`config.mk`:
```
export PLATFORM = sky130hd
export DESIGN_NAME = pixel_frame_sequencer_flat
export DESIGN_NICKNAME = d
export VERILOG_FILES = /design/src/rtl/frame_seq_pkg.sv /design/src/rtl/pixel_frame_sequencer_if.sv /design/src/rtl/tag_delay_line.sv /design/src/rtl/pixel_frame_sequencer.sv /design/src/flat_wrapper.sv
export SDC_FILE = /design/constraint.sdc
export NUM_CORES = 1
export LEC_CHECK = 0
export CAP_MARGIN = 40
export CORE_MARGIN = 1
export CORE_UTILIZATION = 55
export DETAILED_ROUTE_END_ITERATION = 10
export GPL_TIMING_DRIVEN = 0
export PLACE_DENSITY_LB_ADDON = 0.1
export SKIP_LAST_GASP = 1
export SLEW_MARGIN = 10
export SYNTH_ARGS = -nofsm -noshare
export SYNTH_HDL_FRONTEND = slang
export SYNTH_SLANG_ARGS = --single-unit
```
`constraint.sdc`:
```
create_clock -name clk -period 2.21 [get_ports clk]
set_input_delay 0.442 -clock clk [delete_from_list [all_inputs] [get_ports clk]]
set_output_delay 0.442 -clock clk [all_outputs]
set_load 0.1 [all_outputs]
```
`src/rtl/frame_seq_pkg.sv`:
```
// frame_seq_pkg: shared state, tag and width definitions for pixel_frame_sequencer
package frame_seq_pkg;
  localparam int COORD_W = 12;
  localparam int CNT_W = 16;
  typedef enum logic [2:0] {S_IDLE, S_ACTIVE, S_HBLANK, S_DRAIN, S_VBLANK} state_t;
  typedef struct packed {
    logic               valid;
    logic               sof;
    logic               eol;
    logic [COORD_W-1:0] col;
    logic [COORD_W-1:0] row;
  } tag_t;
endpackage

```
`src/rtl/pixel_frame_sequencer_if.sv`:
```
// pixel_frame_sequencer_if: source handshake, halftone coordinates and CFA-aligned tag stream
interface pixel_frame_sequencer_if;
  import frame_seq_pkg::*;
  logic               src_valid;
  logic               src_ready;
  logic [COORD_W-1:0] pix_col;
  logic [COORD_W-1:0] pix_row;
  logic               out_valid;
  logic               out_sof;
  logic               out_eol;
  logic [COORD_W-1:0] out_col;
  logic [COORD_W-1:0] out_row;
  modport master (input src_valid, output src_ready, pix_col, pix_row, out_valid, out_sof, out_eol, out_col, out_row);
  modport slave (output src_valid, input src_ready, pix_col, pix_row, out_valid, out_sof, out_eol, out_col, out_row);
endinterface

```
`src/rtl/tag_delay_line.sv`:
```
// tag_delay_line: DEPTH-stage shift register aligning sideband tags with the datapath output
module tag_delay_line
  import frame_seq_pkg::*;
#(
  parameter int DEPTH = 12
) (
  input  logic clk,
  input  logic rst_n,
  input  tag_t i_tag,
  output tag_t o_tag
);
  tag_t r_sr [DEPTH];
  always_ff @(posedge clk or negedge rst_n) begin
    if (!rst_n) begin
      r_sr <= '{default: '0};
    end else begin
      r_sr[0] <= i_tag;
      for (int i = 1; i < DEPTH; i++) r_sr[i] <= r_sr[i-1];
    end
  end
  assign o_tag = r_sr[DEPTH-1];
endmodule

```
`src/rtl/pixel_frame_sequencer.sv`:
```
// pixel_frame_sequencer: frame timing FSM, source pacing and delayed tag stream.
// FRAME_AUTO_RESTART_EN: restart the next frame at end of VBLANK unless i_stop is high.
module pixel_frame_sequencer
  import frame_seq_pkg::*;
#(
  parameter int H_ACTIVE = 1448,
  parameter int V_ACTIVE = 1072,
  parameter int H_BLANK  = 32,
  parameter int V_BLANK  = 8,
  parameter int PIPE_LAT = 12
) (
  input  logic                    clk,
  input  logic                    rst_n,
  input  logic                    i_start,
  input  logic                    i_stop,
  pixel_frame_sequencer_if.master bus,
  output logic                    o_busy,
  output logic                    o_frame_done,
  output logic                    o_underflow
);
  localparam logic [COORD_W-1:0] L_HLAST = COORD_W'(H_ACTIVE - 1);
  localparam logic [COORD_W-1:0] L_VLAST = COORD_W'(V_ACTIVE - 1);
  localparam logic [CNT_W-1:0]   L_HB    = CNT_W'(H_BLANK - 1);
  localparam logic [CNT_W-1:0]   L_PL    = CNT_W'(PIPE_LAT - 1);
  localparam logic [CNT_W-1:0]   L_VB    = CNT_W'(V_BLANK - 1);
  state_t             r_state, w_state_nx;
  logic [COORD_W-1:0] r_col, r_row, w_col_nx, w_row_nx;
  logic [CNT_W-1:0]   r_cnt, w_cnt_nx;
  logic               r_unf, w_unf_nx;
  logic               w_active, w_restart;
  tag_t               w_tag, w_tag_dly;
  assign w_active = r_state == S_ACTIVE;
`ifdef FRAME_AUTO_RESTART_EN
  assign w_restart = !i_stop;
`else
  logic w_unused_stop;
  assign w_unused_stop = i_stop;
  assign w_restart = 1'b0;
`endif
  always_ff @(posedge clk or negedge rst_n) begin
    if (!rst_n) begin
      r_state <= S_IDLE;
      r_col   <= '0;
      r_row   <= '0;
      r_cnt   <= '0;
      r_unf   <= 1'b0;
    end else begin
      r_state <= w_state_nx;
      r_col   <= w_col_nx;
      r_row   <= w_row_nx;
      r_cnt   <= w_cnt_nx;
      r_unf   <= w_unf_nx;
    end
  end
  always_comb begin
    w_state_nx = r_state;
    w_col_nx   = r_col;
    w_row_nx   = r_row;
    w_cnt_nx   = r_cnt + CNT_W'(1);
    w_unf_nx   = r_unf | (w_active & ~bus.src_valid);
    case (r_state)
      S_IDLE: if (i_start) begin
        w_state_nx = S_ACTIVE;
        w_col_nx   = '0;
        w_row_nx   = '0;
        w_unf_nx   = 1'b0;
      end
      S_ACTIVE: begin
        w_cnt_nx = '0;
        if (r_col == L_HLAST) w_state_nx = r_row < L_VLAST ? S_HBLANK : S_DRAIN;
        else w_col_nx = r_col + COORD_W'(1);
      end
      S_HBLANK: if (r_cnt == L_HB) begin
        w_state_nx = S_ACTIVE;
        w_col_nx   = '0;
        w_row_nx   = r_row + COORD_W'(1);
      end
      S_DRAIN: if (r_cnt == L_PL) begin
        w_state_nx = S_VBLANK;
        w_cnt_nx   = '0;
      end
      S_VBLANK: if (r_cnt == L_VB) begin
        w_state_nx = w_restart ? S_ACTIVE : S_IDLE;
        w_col_nx   = w_restart ? '0 : r_col;
        w_row_nx   = w_restart ? '0 : r_row;
        w_unf_nx   = w_restart ? 1'b0 : r_unf;
      end
      default: w_state_nx = S_IDLE;
    endcase
  end
  // blanking cycles push all-zero tags so downstream sees clean invalid slots
  assign w_tag = w_active ? {bus.src_valid, r_col == '0 && r_row == '0, r_col == L_HLAST, r_col, r_row} : '0;
  tag_delay_line #(.DEPTH(PIPE_LAT)) u_dly (
    .clk   (clk),
    .rst_n (rst_n),
    .i_tag (w_tag),
    .o_tag (w_tag_dly)
  );
  assign bus.src_ready = w_active;
  assign bus.pix_col   = r_col;
  assign bus.pix_row   = r_row;
  assign bus.out_valid = w_tag_dly.valid;
  assign bus.out_sof   = w_tag_dly.sof;
  assign bus.out_eol   = w_tag_dly.eol;
  assign bus.out_col   = w_tag_dly.col;
  assign bus.out_row   = w_tag_dly.row;
  assign o_busy        = r_state != S_IDLE;
  assign o_frame_done  = r_state == S_VBLANK && r_cnt == '0;
  assign o_underflow   = r_unf;
endmodule
```
`src/flat_wrapper.sv`:
```
// flat-port wrapper written by rule: the top's interface ports become plain ports
module pixel_frame_sequencer_flat import frame_seq_pkg::*;
#(
  parameter int H_ACTIVE = 1448,
  parameter int V_ACTIVE = 1072,
  parameter int H_BLANK  = 32,
  parameter int V_BLANK  = 8,
  parameter int PIPE_LAT = 12
)
  (clk, rst_n, i_start, i_stop, o_busy, o_frame_done, o_underflow, bus_src_valid, bus_src_ready, bus_pix_col, bus_pix_row, bus_out_valid, bus_out_sof, bus_out_eol, bus_out_col, bus_out_row);
  pixel_frame_sequencer_if bus_i ();
  input  logic clk;
  input  logic rst_n;
  input  logic i_start;
  input  logic i_stop;
  output logic o_busy;
  output logic o_frame_done;
  output logic o_underflow;
  input wire logic [$bits(bus_i.src_valid)-1:0] bus_src_valid;
  output wire logic [$bits(bus_i.src_ready)-1:0] bus_src_ready;
  output wire logic [$bits(bus_i.pix_col)-1:0] bus_pix_col;
  output wire logic [$bits(bus_i.pix_row)-1:0] bus_pix_row;
  output wire logic [$bits(bus_i.out_valid)-1:0] bus_out_valid;
  output wire logic [$bits(bus_i.out_sof)-1:0] bus_out_sof;
  output wire logic [$bits(bus_i.out_eol)-1:0] bus_out_eol;
  output wire logic [$bits(bus_i.out_col)-1:0] bus_out_col;
  output wire logic [$bits(bus_i.out_row)-1:0] bus_out_row;
  assign bus_i.src_valid = bus_src_valid;
  assign bus_src_ready = bus_i.src_ready;
  assign bus_pix_col = bus_i.pix_col;
  assign bus_pix_row = bus_i.pix_row;
  assign bus_out_valid = bus_i.out_valid;
  assign bus_out_sof = bus_i.out_sof;
  assign bus_out_eol = bus_i.out_eol;
  assign bus_out_col = bus_i.out_col;
  assign bus_out_row = bus_i.out_row;
  pixel_frame_sequencer #(.H_ACTIVE(H_ACTIVE), .V_ACTIVE(V_ACTIVE), .H_BLANK(H_BLANK), .V_BLANK(V_BLANK), .PIPE_LAT(PIPE_LAT)) u_core (.clk(clk), .rst_n(rst_n), .i_start(i_start), .i_stop(i_stop), .bus(bus_i), .o_busy(o_busy), .o_frame_done(o_frame_done), .o_underflow(o_underflow));
endmodule
```
# ---- After elaboration in Yosys (flattened, before gate mapping)
# Index checks and enable logic that the tools add are counted.
dict set report word_totals {
  register_bits 368
  in_bits 5
  out_inout_bits 55
}
dict set report op_classes {
  n_mux 19
  bitwise 3
  n_lt_le_gt_ge 1
  n_reduce_logical 12
  n_eq_ne 15
  add_sub_neg 3
}
# operator count
set op_table {}
lappend op_table {{two-way mux 12 bit} 4}
lappend op_table {{one-hot mux 12 bit (3 select lines)} 1}
lappend op_table {{one-hot mux 16 bit (2 select lines)} 1}
lappend op_table {{two-way mux 27 bit} 1}
lappend op_table {{adder 12 x 1 -> 12 bit (second input constant)} 2}
lappend op_table {{logical NOT 12 bit} 2}
lappend op_table {{one-hot mux 12 bit (2 select lines)} 1}
lappend op_table {{adder 16 x 1 -> 16 bit (second input constant)} 1}
lappend op_table {{== test 16 x 3 -> 1 bit (second input constant)} 1}
lappend op_table {{== test 16 x 4 -> 1 bit (second input constant)} 1}
lappend op_table {{== test 16 x 5 -> 1 bit (second input constant)} 1}
lappend op_table {{logical NOT 16 bit} 1}
lappend op_table {{two-way mux 16 bit} 1}
lappend op_table {{two-way mux 3 bit} 5}
lappend op_table {{one-hot mux 3 bit (5 select lines)} 1}
lappend op_table {{== test 12 x 11 -> 1 bit (second input constant)} 1}
lappend op_table {{< comparator 12 x 11 -> 1 bit (second input constant)} 1}
lappend op_table {{!= test 2 bit (second input constant)} 4}
lappend op_table {{== test 3 x 2 -> 1 bit (second input constant)} 2}
lappend op_table {{!= test 2 x 1 -> 1 bit (second input constant)} 3}
lappend op_table {{nonzero test 3 bit} 2}
lappend op_table {{AND reduction 5 bit} 1}
lappend op_table {{AND reduction 4 bit} 1}
lappend op_table {{== test 3 x 1 -> 1 bit (second input constant)} 1}
lappend op_table {{other kinds (10)} 13}

# ---- Longest topological paths before layout
# Gate-level depths: netlist of the first run.
dict set report logic_depth {
  depth_word 5
  mapped_depth 8
  ltp_nobuf 6
}

# ---- Cells and area by module
# Synthesis of the first run repeated with hierarchy kept, for this count alone.
dict set report hier_totals {
  cells_unflattened 672
  area_unflattened_um2 11064.4
}
# module cells_each n_inst area_each_um2
set by_module_without_submodules {}
lappend by_module_without_submodules {tag_delay_line 351 1 8310.5}
lappend by_module_without_submodules {pixel_frame_sequencer 321 1 2753.9}

# ---- Least setup slack after synthesis of the first run
# Ideal clock, no wire load.
dict set report synth_path {
  path_kind {register to register}
  from {register u_core.r_col[4], in the netlist u_core.bus.pix_col[4]}
  to {register u_core.r_state[0]}
  arrival_time_ns 2.389
  t_required_ns 2.083
  slack_ns -0.305
  path_stages_with_launch 7
  cell_sequence {dfrtp_1 -> or4_4 -> nor4_4 -> nand2b_1 -> buf_4 -> nand2_2 -> a311o_2}
}
dict set report synth_via {
  elab_chain_cells 3
}
# item line_no
set synth_rtl {}
lappend synth_rtl {{from (decl)} pixel_frame_sequencer.sv:27} ;# logic [COORD_W-1:0] r_col, r_row, w_col_nx, w_row_nx;
lappend synth_rtl {{from (signal assigned)} pixel_frame_sequencer.sv:49} ;# r_col <= w_col_nx;
lappend synth_rtl {{== test 12 x 11 -> 1 bit} pixel_frame_sequencer.sv:70} ;# if (r_col == L_HLAST) w_state_nx = r_row < L_VLAST ? S_HBLANK : S_DRAIN;
lappend synth_rtl {{!= test 2 bit (no line)} -}
lappend synth_rtl {{AND reduction 5 bit (no line)} -}
lappend synth_rtl {{to (signal assigned)} pixel_frame_sequencer.sv:48} ;# r_state <= w_state_nx;
lappend synth_rtl {{to (decl)} pixel_frame_sequencer.sv:26} ;# state_t r_state, w_state_nx;
# Every way passes these cells.
# A chain may end at the register's enable or synchronous reset.

# ---- Worst setup path after layout of the first run
dict set report layout_path {
  from {register u_core.r_cnt[13]}
  to {output port o_frame_done}
}
dict set report layout_via {
  elab_chain_cells 2
}
# item line_no
set layout_rtl {}
lappend layout_rtl {{from (decl)} pixel_frame_sequencer.sv:28} ;# logic [CNT_W-1:0] r_cnt, w_cnt_nx;
lappend layout_rtl {{from (signal assigned)} pixel_frame_sequencer.sv:51} ;# r_cnt <= w_cnt_nx;
lappend layout_rtl {{logical NOT 16 bit} pixel_frame_sequencer.sv:108} ;# assign o_frame_done = r_state == S_VBLANK && r_cnt == '0;
lappend layout_rtl {{logical AND 1 bit} pixel_frame_sequencer.sv:108}
lappend layout_rtl {{to (decl)} flat_wrapper.sv:17} ;# output logic o_frame_done;
# Every way passes these cells.

==> results of run 1 <==
==> state kept, by name (all words and copies together), names as in the netlist <==
register / cells
u_core.u_dly.r_sr: 297
u_core.u_dly.o_tag: 27
u_core.r_cnt: 16
u_core.bus.pix_col: 12
u_core.bus.pix_row: 12
u_core.r_state: 3
u_core.o_underflow: 1
==> area by class of cell <==
class                           instances  area [sq um]
Sequential cell                       368          9251
Fill cell                            1052          5127
Clock inverter                         21         270.3
Inverter                               12         52.55
Buffer                                 35         261.5
Clock buffer                           44         982.2
Timing Repair Buffer                  136          1667
Tap cell                              265         331.6
Multi-Input combinational cell        253          1647
==> power by group <==
part           internal, W  total [W]  switching (W)
combinational    0.0000255   0.000162       0.000136
sequential         0.00675    0.00675     0.00000453
clock              0.00390    0.00650        0.00260
total               0.0107     0.0134        0.00274
==> synth_stat cells (all sizes together) (7+ instances only) <==
| master | n | area (sq um) |
|---|---|---|
| nor3 | 16 | 80.08 |
| buf | 28 | 209.0 |
| inv | 12 | 45.04 |
| nand3 | 25 | 125.1 |
| nor2 | 48 | 182.7 |
| and3 | 23 | 146.4 |
| dfrtp | 368 | 9209 |
| clkbuf | 9 | 53.81 |
| nand4 | 10 | 68.81 |
| nand2 | 26 | 100.1 |
| ha | 7 | 87.58 |
| o21ai | 14 | 85.09 |
| xnor2 | 8 | 70.07 |
==> worst paths after layout <==
path / from / endpoint / cells past startpoint
worst min-delay path: rst_n / u_core.u_dly.r_sr[172] / 1
worst max register to register: u_core.r_cnt[13] / u_core.r_cnt[9] / 8
max in group asynchronous: rst_n / u_core.u_dly.r_sr[174] / 4
worst max-delay path: u_core.r_cnt[13] / o_frame_done / 5
min in group clk: u_core.u_dly.r_sr[278] / u_core.u_dly.r_sr[251] / 0
worst min register to register: u_core.u_dly.r_sr[278] / u_core.u_dly.r_sr[251] / 0
==> stage by stage <==
step                std cells  cell area [sq um]  power [W]  hold slack, ns  setup slack [ns]
finish                   1134              14460    0.01341        -0.03973           -0.3201
global route             1134              14460    0.01383        0.007071           -0.4088
CTS                      1127              14390    0.01355        -0.03551           -0.3567
detailed placement       1051              12930   0.007045          0.3347           -0.6833
global placement          993              12010   0.007025          0.3311            -16.22
floorplan                 670              11100   0.006884          0.1464           0.02448
==> what timing repair did <==
action,4_1_cts,5_1_grt
cloned,1,0
buffers inserted,14,8
endpoints found under the setup margin,46,39
pin swaps,7,4
resized for setup,48,9
endpoints found under the hold margin,57,0
==> cell families (layout without fill, tap and decap cells) <==
family          after synthesis  after routing  share of synthesized area
mux                           3              3                   0.002713
simple gates                185            185                    0.09054
buf+inv                      49            248                    0.02781
flops                       368            368                     0.8319
fa+ha+maj                     7              7                   0.007912
compound gates               44             44                    0.02803
xor+xnor                     14             14                    0.01108
==> per-layer routing <==
metal | GRT usage | vias to the layer above | wire length [um]
met2 | 0.3969 | 231 | 11700
met4 | 0.08959 | 0 | 694
met5 | 0 | - | 0
li1 | - | 2559 | -
met1 | 0.3460 | 3053 | 10460
met3 | 0.03732 | 56 | 1120
==> results.sh, run 1 <==
export IMPL_status="finished, violations left"
export IMPL_violations="negative hold slack, negative setup slack"
export IMPL_rsz0062_at_grt="yes"
export IMPL_drc=0
export IMPL_worstMarginPinSlew_ns=0.6966
export IMPL_fin_util=0.7383
export IMPL_ys_types=52
export IMPL_final_cell_mix="338 x dfrtp_1, 53 x clkdlybuf4s50_1, 52 x buf_8, 43 x buf_4, 42 x nor2_1"
export IMPL_layout_commonest_cell="dfrtp_1"
export IMPL_avgRoutedWirePerCell_um=21.14
export IMPL_cp_num_buf_inv=1
export IMPL_firstDrtPassIters=7
export IMPL_timing_fmax_mhz=395.2
export IMPL_detail_route_antenna_nets=0
export IMPL_port_buffers=58
export IMPL_pin_count=60
export IMPL_synth_edff_count=0
export IMPL_rows=51
export IMPL_grt_pass1_vias=6474
export IMPL_cap_violations=0
export IMPL_grt_pass1_wl_um=37290
export IMPL_setup_viol=23
export IMPL_fp_dieW_um=143.9
export IMPL_criticalPathCategory="register to output pin"
export IMPL_fin_tns_setup_ns=-1.802
export IMPL_grt_antenna_before_repair=0
export IMPL_avgViaCountPerCell=5.202
export IMPL_period_share=1.145
export IMPL_vias=5899
export IMPL_gp_congestion=0.8309
export IMPL_cpLargestDelayFamily="simple AND/OR/NAND/NOR gates"
export IMPL_dp_hpwl_um=11690
export IMPL_num_nets_final=855
export IMPL_path_common_cell="nor4_4"
export IMPL_synth_seq_cells=368
export IMPL_dr_first_iter_drc_count=374
export IMPL_max_stage_delay_ns=0.43
export IMPL_synthFlopType="dfrtp_1"
export IMPL_worst_clock_skew_ns=0.02950
export IMPL_grt_max_degree=114
export IMPL_drt_wl_total_um=23980
export IMPL_cts_buffers=37
export IMPL_cts_buffer_depth=3
export IMPL_worst_setup_path_end_kind="output pin"
export IMPL_ir_drop_mv=0.5519
export IMPL_min_path_type="primary input to async pin"
export IMPL_overflow=0
export IMPL_avgSynthCellArea_sq_um=16.52
export IMPL_cp_data_required_time_ns=1.77
export IMPL_syn_to_final_growth_pct=30.65
export IMPL_holdWs_ns=-0.03973
export IMPL_crit_fanout=2
export IMPL_die_h_um=143.9
export IMPL_slew_limit_headroom=0.5356
export IMPL_syn_num_nets=682
export IMPL_start_util=0.5651
export IMPL_clkTransAtPathRegs_ns=0.07
export IMPL_insertion_delay_ns=0.51
export IMPL_grt_usage=0.2467
export IMPL_path_cells="nor4_4 -> nand2_2 -> nor4_4 -> and4_4 -> buf_12"
export IMPL_finalHoldViolCount=57
export IMPL_powerDensity_nw_per_um2=927.0
export IMPL_root_buffer="clkbuf_16"
export IMPL_cp_slowest_cell="dfrtp_2"
export IMPL_worst_slack_ns=-0.3201
export IMPL_leakagePower_nw=6.335
export IMPL_drv_slew=0
export IMPL_synth_area_sq_um=11070
export IMPL_yosys_warnings=0
export IMPL_arrival_ns=2.09
export IMPL_die_area_sq_um=20700
export IMPL_ys_seq_area_frac=0.8319
export IMPL_start_kind="register"
export IMPL_core_area_sq_um=19590
export IMPL_finalWorstPathRequiredPeriod_ns=2.530
export IMPL_cts_tree="built"
export IMPL_syn_inst=670
export IMPL_r2r_setup_slack_ns=-0.11
export IMPL_async_reset_ff_frac=1.000
export IMPL_antennaDiodeCount=0
export IMPL_cts_htree_levels=2
export IMPL_clock_sinks=368
export IMPL_drive_above_1_share=0.2739
(Power assumes the default switching activity.)
==> run 2: changes to the inputs <==
CORE_MARGIN = 4   (was 1)
TNS_END_PERCENT = 100   (was unset)
==> run 2 against run 1 <==
Effect of this change: the flow finishes with violations (negative setup slack); combinational power rose by 12%; highest routed layer unchanged; critical path depth stayed put; die area rose by 8.5%; fmax shrank 0.27%; global-route usage fell by 2.6 points; critical path type unchanged; flip-flop and latch count is the same; largest power group unchanged; worst hold slack better by 0.36 ns.
==> results.sh, run 2 (synthesis results as in run 1) <==
export IMPL_start_util=0.5632
export IMPL_detail_route_antenna_nets=0
export IMPL_cp_num_buf_inv=1
export IMPL_start_kind="register"
export IMPL_cts_htree_levels=2
export IMPL_rr_startpoint="u_core.r_cnt[1]"
export IMPL_clock_sinks=368
export IMPL_fp_dieW_um=149.9
export IMPL_worst_setup_path_end_kind="output pin"
export IMPL_rows=51
export IMPL_final_cell_mix="339 x dfrtp_1, 55 x buf_4, 52 x clkdlybuf4s50_1, 52 x buf_8, 45 x nor2_1"
export IMPL_placed_cell_area_sq_um=12930
export IMPL_cpLargestDelayFamily="simple AND/OR/NAND/NOR gates"
export IMPL_reg2regPathDepth=6
export IMPL_cp_data_required_time_ns=1.77
export IMPL_insertion_delay_ns=0.52
export IMPL_top_register="u_core.u_dly.r_sr"
export IMPL_setup_viol=14
export IMPL_overflow=0
export IMPL_crit_fanout=3
export IMPL_port_buffers=58
export IMPL_slew_limit_headroom=0.6258
export IMPL_path_cells="nor4_4 -> nand2_2 -> nor4_4 -> and4_4 -> buf_12"
export IMPL_cts_buffers=35
export IMPL_criticalPathCategory="register to output pin"
export IMPL_holdWs_ns=0.3188
export IMPL_num_nets_final=864
export IMPL_grt_usage=0.2204
export IMPL_cp_slowest_cell="dfrtp_1"
export IMPL_dp_hpwl_um=11540
export IMPL_gp_congestion=0.8226
export IMPL_r2r_setup_slack_ns=-0.09
export IMPL_leakagePower_nw=6.378
export IMPL_crit_start="u_core.r_cnt[15]"
export IMPL_rsz0062_at_grt="yes"
export IMPL_avgViaCountPerCell=5.093
export IMPL_grt_pass1_wl_um=37360
export IMPL_worstMarginPinSlew_ns=0.5554
export IMPL_max_stage_delay_ns=0.42
export IMPL_r2r_end="u_core.bus.pix_col[8]"
export IMPL_hp_start="u_core.u_dly.r_sr[220]"
export IMPL_dr_first_iter_drc_count=360
export IMPL_root_buffer="clkbuf_16"
export IMPL_powerDensity_nw_per_um2=912.4
export IMPL_die_h_um=149.9
export IMPL_grt_max_degree=120
export IMPL_syn_to_final_growth_pct=31.69
export IMPL_stdcell_area_sq_um=14580
export IMPL_largest_reg_flops=297
export IMPL_pin_count=60
export IMPL_core_area_sq_um=19650
export IMPL_finalNonFillerCells=1144
export IMPL_die_area_sq_um=22460
export IMPL_ir_drop_mv=0.5369
export IMPL_period_share=1.148
export IMPL_fill_cells=1117
export IMPL_cap_violations=0
export IMPL_min_path_type="register to register"
export IMPL_hold_depth=0
export IMPL_grt_pass1_vias=6510
export IMPL_dp_cells=1051
export IMPL_worstHoldEndpoint="u_core.u_dly.r_sr[193]"
export IMPL_vias=5826
export IMPL_avgRoutedWirePerCell_um=20.58
export IMPL_clkTransAtPathRegs_ns=0.08
export IMPL_finalHoldViolCount=0
export IMPL_antennaDiodeCount=0
export IMPL_grt_antenna_before_repair=1
export IMPL_drive_above_1_share=0.2742
export IMPL_fin_util=0.7417
export IMPL_worst_clock_skew_ns=0.03045
export IMPL_worst_slack_ns=-0.3270
export IMPL_violations="negative setup slack"
export IMPL_arrival_ns=2.09
export IMPL_finalWorstPathRequiredPeriod_ns=2.537
export IMPL_cts_buffer_depth=3
export IMPL_status="finished, violations left"
export IMPL_multi_input_area_sq_um=1657
export IMPL_timing_fmax_mhz=394.2
export IMPL_final_seq_area_sq_um=9250
export IMPL_firstDrtPassIters=5
export IMPL_drv_slew=0
export IMPL_path_common_cell="nor4_4"
export IMPL_drc=0
export IMPL_layout_commonest_cell="dfrtp_1"
export IMPL_cts_tree="built"
export IMPL_drt_wl_total_um=23540
-- run 2: cell count changes in the layout (fill, tap and decap cells not counted), sizes merged --
cell	previous run	this run
clkinv	11	6
clkbuf	52	56
bufinv	6	5
inv	16	14
clkinvlp	0	3
dlymetal6s2s	0	1
dlygate4sd3	0	1
clkdlybuf4s50	53	52
buf	110	120
-- run 2: per-stage QoR --
stage | total power, W | TNS (ns) | setup slack (ns)
2_1_floorplan | 0.006884 | 0 | 0.02448
3_3_place_gp | 0.007026 | -5142.51 | -16.32
3_5_place_dp | 0.007045 | -18.66 | -0.5978
4_1_cts | 0.01343 | -0.4738 | -0.3790
5_1_grt | 0.01381 | -2.019 | -0.4325
6_report | 0.01330 | -1.000 | -0.3270
-- run 2: worst reg2reg max path, cell delays in order, from the launching register on --
cell and delay [ns]:
dfrtp_1 0.50, ha_2 0.33, and4_1 0.23, nand4_2 0.30, o21ai_4 0.31, nor2_2 0.13, a221o_1 0.39
-- run 2: cell type report --
class	instances	area share
Inverter	12	0.003433
Buffer	34	0.01717
Timing Repair Buffer	148	0.1233
Tap cell	265	0.02274
Sequential cell	368	0.6345
Multi-Input combinational cell	253	0.1136
Clock inverter	16	0.01614
Clock buffer	48	0.06901
-- run 2: routing by layer --
| layer | part of all wire | GRT usage |
|---|---|---|
| met1 | 0.42 | 0.3036 |
| met5 | 0 | 0 |
| met4 | 0.016 | 0.04986 |
| met3 | 0.050 | 0.04603 |
| met2 | 0.51 | 0.3688 |
-- run 2: worst max-delay path by stage --
stage / slack [ns] / depth (start not counted) / end
5_1_grt: -0.43 / 5 / o_frame_done
2_1_floorplan: 0.02 / 6 / u_core.r_state[0]
3_3_place_gp: -16.32 / 1 / u_core.bus.pix_col[6]
4_1_cts: -0.38 / 5 / o_frame_done
3_5_place_dp: -0.60 / 6 / o_frame_done
6_report: -0.33 / 5 / o_frame_done
-- run 2: where the power goes --
group / total (W) / switching, W / internal (W) / leakage, nW
Clock: 0.00637 / 0.00256 / 0.00381 / 0.601
Combinational: 0.000181 / 0.000142 / 0.0000389 / 1.66
Sequential: 0.00675 / 0.00000338 / 0.00674 / 4.12
Total: 0.0133 / 0.00270 / 0.0106 / 6.38
-- run 2: repair_timing --
item,CTS,global route
pin swaps,3,7
buffers inserted,6,24
gates resized for setup,36,18
setup endpoints to repair,32,37
endpoints found under the hold margin,43,0
cloned,0,1
hold buffers,4,0
==> run 3: changes to the inputs <==
SKIP_CTS_REPAIR_TIMING = 1   (was unset)
==> run 3 against run 2 <==
Effect of this change: the run ends with negative hold slack, negative setup slack left; critical path depth shrank 1; non-clock buffer count shrank 9; clock power shrank 0.8%; flip-flop and latch count is the same; wire length shrank 6.6%; core utilization shrank 0.58 points; clock skew shrank 0.0097 ns; via count shrank 1.0%; worst hold slack lost 0.37 ns; critical path type unchanged.
==> results.sh, run 3 (synthesis results as in run 1) <==
export IMPL_status="finished, violations left"
export IMPL_violations="negative hold slack, negative setup slack"
export IMPL_setup_viol=1
export IMPL_crit_fanout=5
export IMPL_avgViaCountPerCell=5.081
export IMPL_final_cell_mix="339 x dfrtp_1, 52 x clkdlybuf4s50_1, 51 x buf_4, 51 x buf_8, 45 x nor2_1"
export IMPL_rows=51
export IMPL_pin_count=60
export IMPL_worst_setup_path_end_kind="output pin"
export IMPL_criticalPathCategory="register to output pin"
export IMPL_r2r_setup_slack_ns=0.03
export IMPL_root_buffer="clkbuf_16"
export IMPL_path_cells="or4_4 -> nor4_4 -> and4_4 -> buf_12"
export IMPL_gp_congestion=0.8226
export IMPL_cts_buffer_depth=3
export IMPL_cp_slowest_cell="or4_4"
export IMPL_grt_antenna_before_repair=0
export IMPL_p_comb_frac=0.012
export IMPL_ir_drop_mv=0.5173
export IMPL_firstDrtPassIters=5
export IMPL_antennaDiodeCount=0
export IMPL_grt_usage=0.2056
export IMPL_r2r_end="u_core.bus.pix_col[5]"
export IMPL_dp_hpwl_um=11540
export IMPL_worst_clock_skew_ns=0.02078
export IMPL_worstMarginPinSlew_ns=0.7487
export IMPL_reg2regPathDepth=5
export IMPL_die_area_sq_um=22460
export IMPL_grt_pass1_vias=6354
export IMPL_vias=5767
export IMPL_clock_sinks=368
export IMPL_cp_num_buf_inv=1
export IMPL_grt_pass1_wl_um=35540
export IMPL_p_total_w=0.01323
export IMPL_drc=0
export IMPL_arrival_ns=2.20
export IMPL_cts_tree="built"
export IMPL_insertion_delay_ns=0.51
export IMPL_min_path_type="primary input to async pin"
export IMPL_cts_buffers=35
export IMPL_holdWs_ns=-0.04847
export IMPL_core_area_sq_um=19650
export IMPL_drive_above_1_share=0.2655
export IMPL_dr_first_iter_drc_count=496
export IMPL_fp_dieW_um=149.9
export IMPL_start_kind="register"
export IMPL_top_register="u_core.u_dly.r_sr"
export IMPL_detail_route_antenna_nets=0
export IMPL_cpLargestDelayFamily="simple AND/OR/NAND/NOR gates"
export IMPL_finalWorstPathRequiredPeriod_ns=2.646
export IMPL_cts_htree_levels=2
export IMPL_worst_slack_ns=-0.4365
export IMPL_layout_commonest_cell="dfrtp_1"
export IMPL_largest_reg_flops=297
export IMPL_overflow=0
export IMPL_switching_share=0.1997
export IMPL_rsz0062_at_grt="yes"
export IMPL_num_nets_final=855
export IMPL_cp_data_required_time_ns=1.77
export IMPL_fin_util=0.7359
export IMPL_syn_to_final_growth_pct=30.67
export IMPL_max_stage_delay_ns=0.55
export IMPL_drv_slew=0
export IMPL_period_share=1.198
export IMPL_finalHoldViolCount=41
export IMPL_port_buffers=58
export IMPL_grt_max_degree=120
export IMPL_start_util=0.5632
export IMPL_avgRoutedWirePerCell_um=19.37
export IMPL_clkTransAtPathRegs_ns=0.07
export IMPL_drt_wl_total_um=21990
export IMPL_slew_limit_headroom=0.5008
export IMPL_leakagePower_nw=6.317
export IMPL_rr_startpoint="u_core.bus.pix_col[4]"
export IMPL_powerDensity_nw_per_um2=914.3
export IMPL_clockPowerShare=0.478
export IMPL_cap_violations=0
export IMPL_timing_fmax_mhz=377.9
export IMPL_p_int_w=0.01058
export IMPL_p_seq_frac=0.510
export IMPL_power_switching_w=0.002641
export IMPL_die_h_um=149.9
[run 3: area by class of cell]
cell class | count | area (sq um)
sequential | 368 | 9250
fill | 1120 | 5190
timing repair buffer | 139 | 1684
multi-input combinational | 253 | 1658
clock buffer | 48 | 1006
tap | 265 | 331.6
buffer | 34 | 250.2
clock inverter | 16 | 235.2
inverter | 12 | 48.80
[run 3: power groups by stage]
stage	sequential, W	combinational, W	clock [W]
after floorplan	0.00688	0.00000140	0
after global placement	0.00689	0.000141	0
after detailed placement	0.00688	0.000169	0
after CTS	0.00675	0.000171	0.00649
after global routing	0.00674	0.000191	0.00681
final	0.00675	0.000160	0.00632
[run 3: worst max path at each step]
stage,start,end,cells after the start
2_1_floorplan,u_core.bus.pix_col[4],u_core.r_state[0],6
3_3_place_gp,rst_n,u_core.bus.pix_col[6],1
3_5_place_dp,u_core.r_cnt[12],o_frame_done,6
4_1_cts,u_core.r_cnt[12],o_frame_done,6
5_1_grt,u_core.r_cnt[8],o_frame_done,4
6_report,u_core.r_cnt[7],o_frame_done,4
[run 3: per-stage QoR]
| step | setup TNS, ns | cells | instance area (sq um) | setup WS [ns] |
|---|---|---|---|---|
| after detailed placement | -18.66 | 1051 | 12930 | -0.5978 |
| after global routing | -0.7176 | 1135 | 14460 | -0.5155 |
| after global placement | -5142.51 | 993 | 12010 | -16.32 |
| after CTS | -5.782 | 1115 | 14170 | -1.147 |
| after floorplan | 0 | 670 | 11100 | 0.02448 |
| final | -0.4365 | 1135 | 14460 | -0.4365 |
[run 3: routing by layer]
layer / vias to the layer above / wire, um / global-route usage
met5: - / 0 / 0
met1: 3000 / 9374 / 0.2900
met3: 41 / 1076 / 0.03816
li1: 2557 / - / -
met2: 169 / 11150 / 0.3386
met4: 0 / 386 / 0.05032
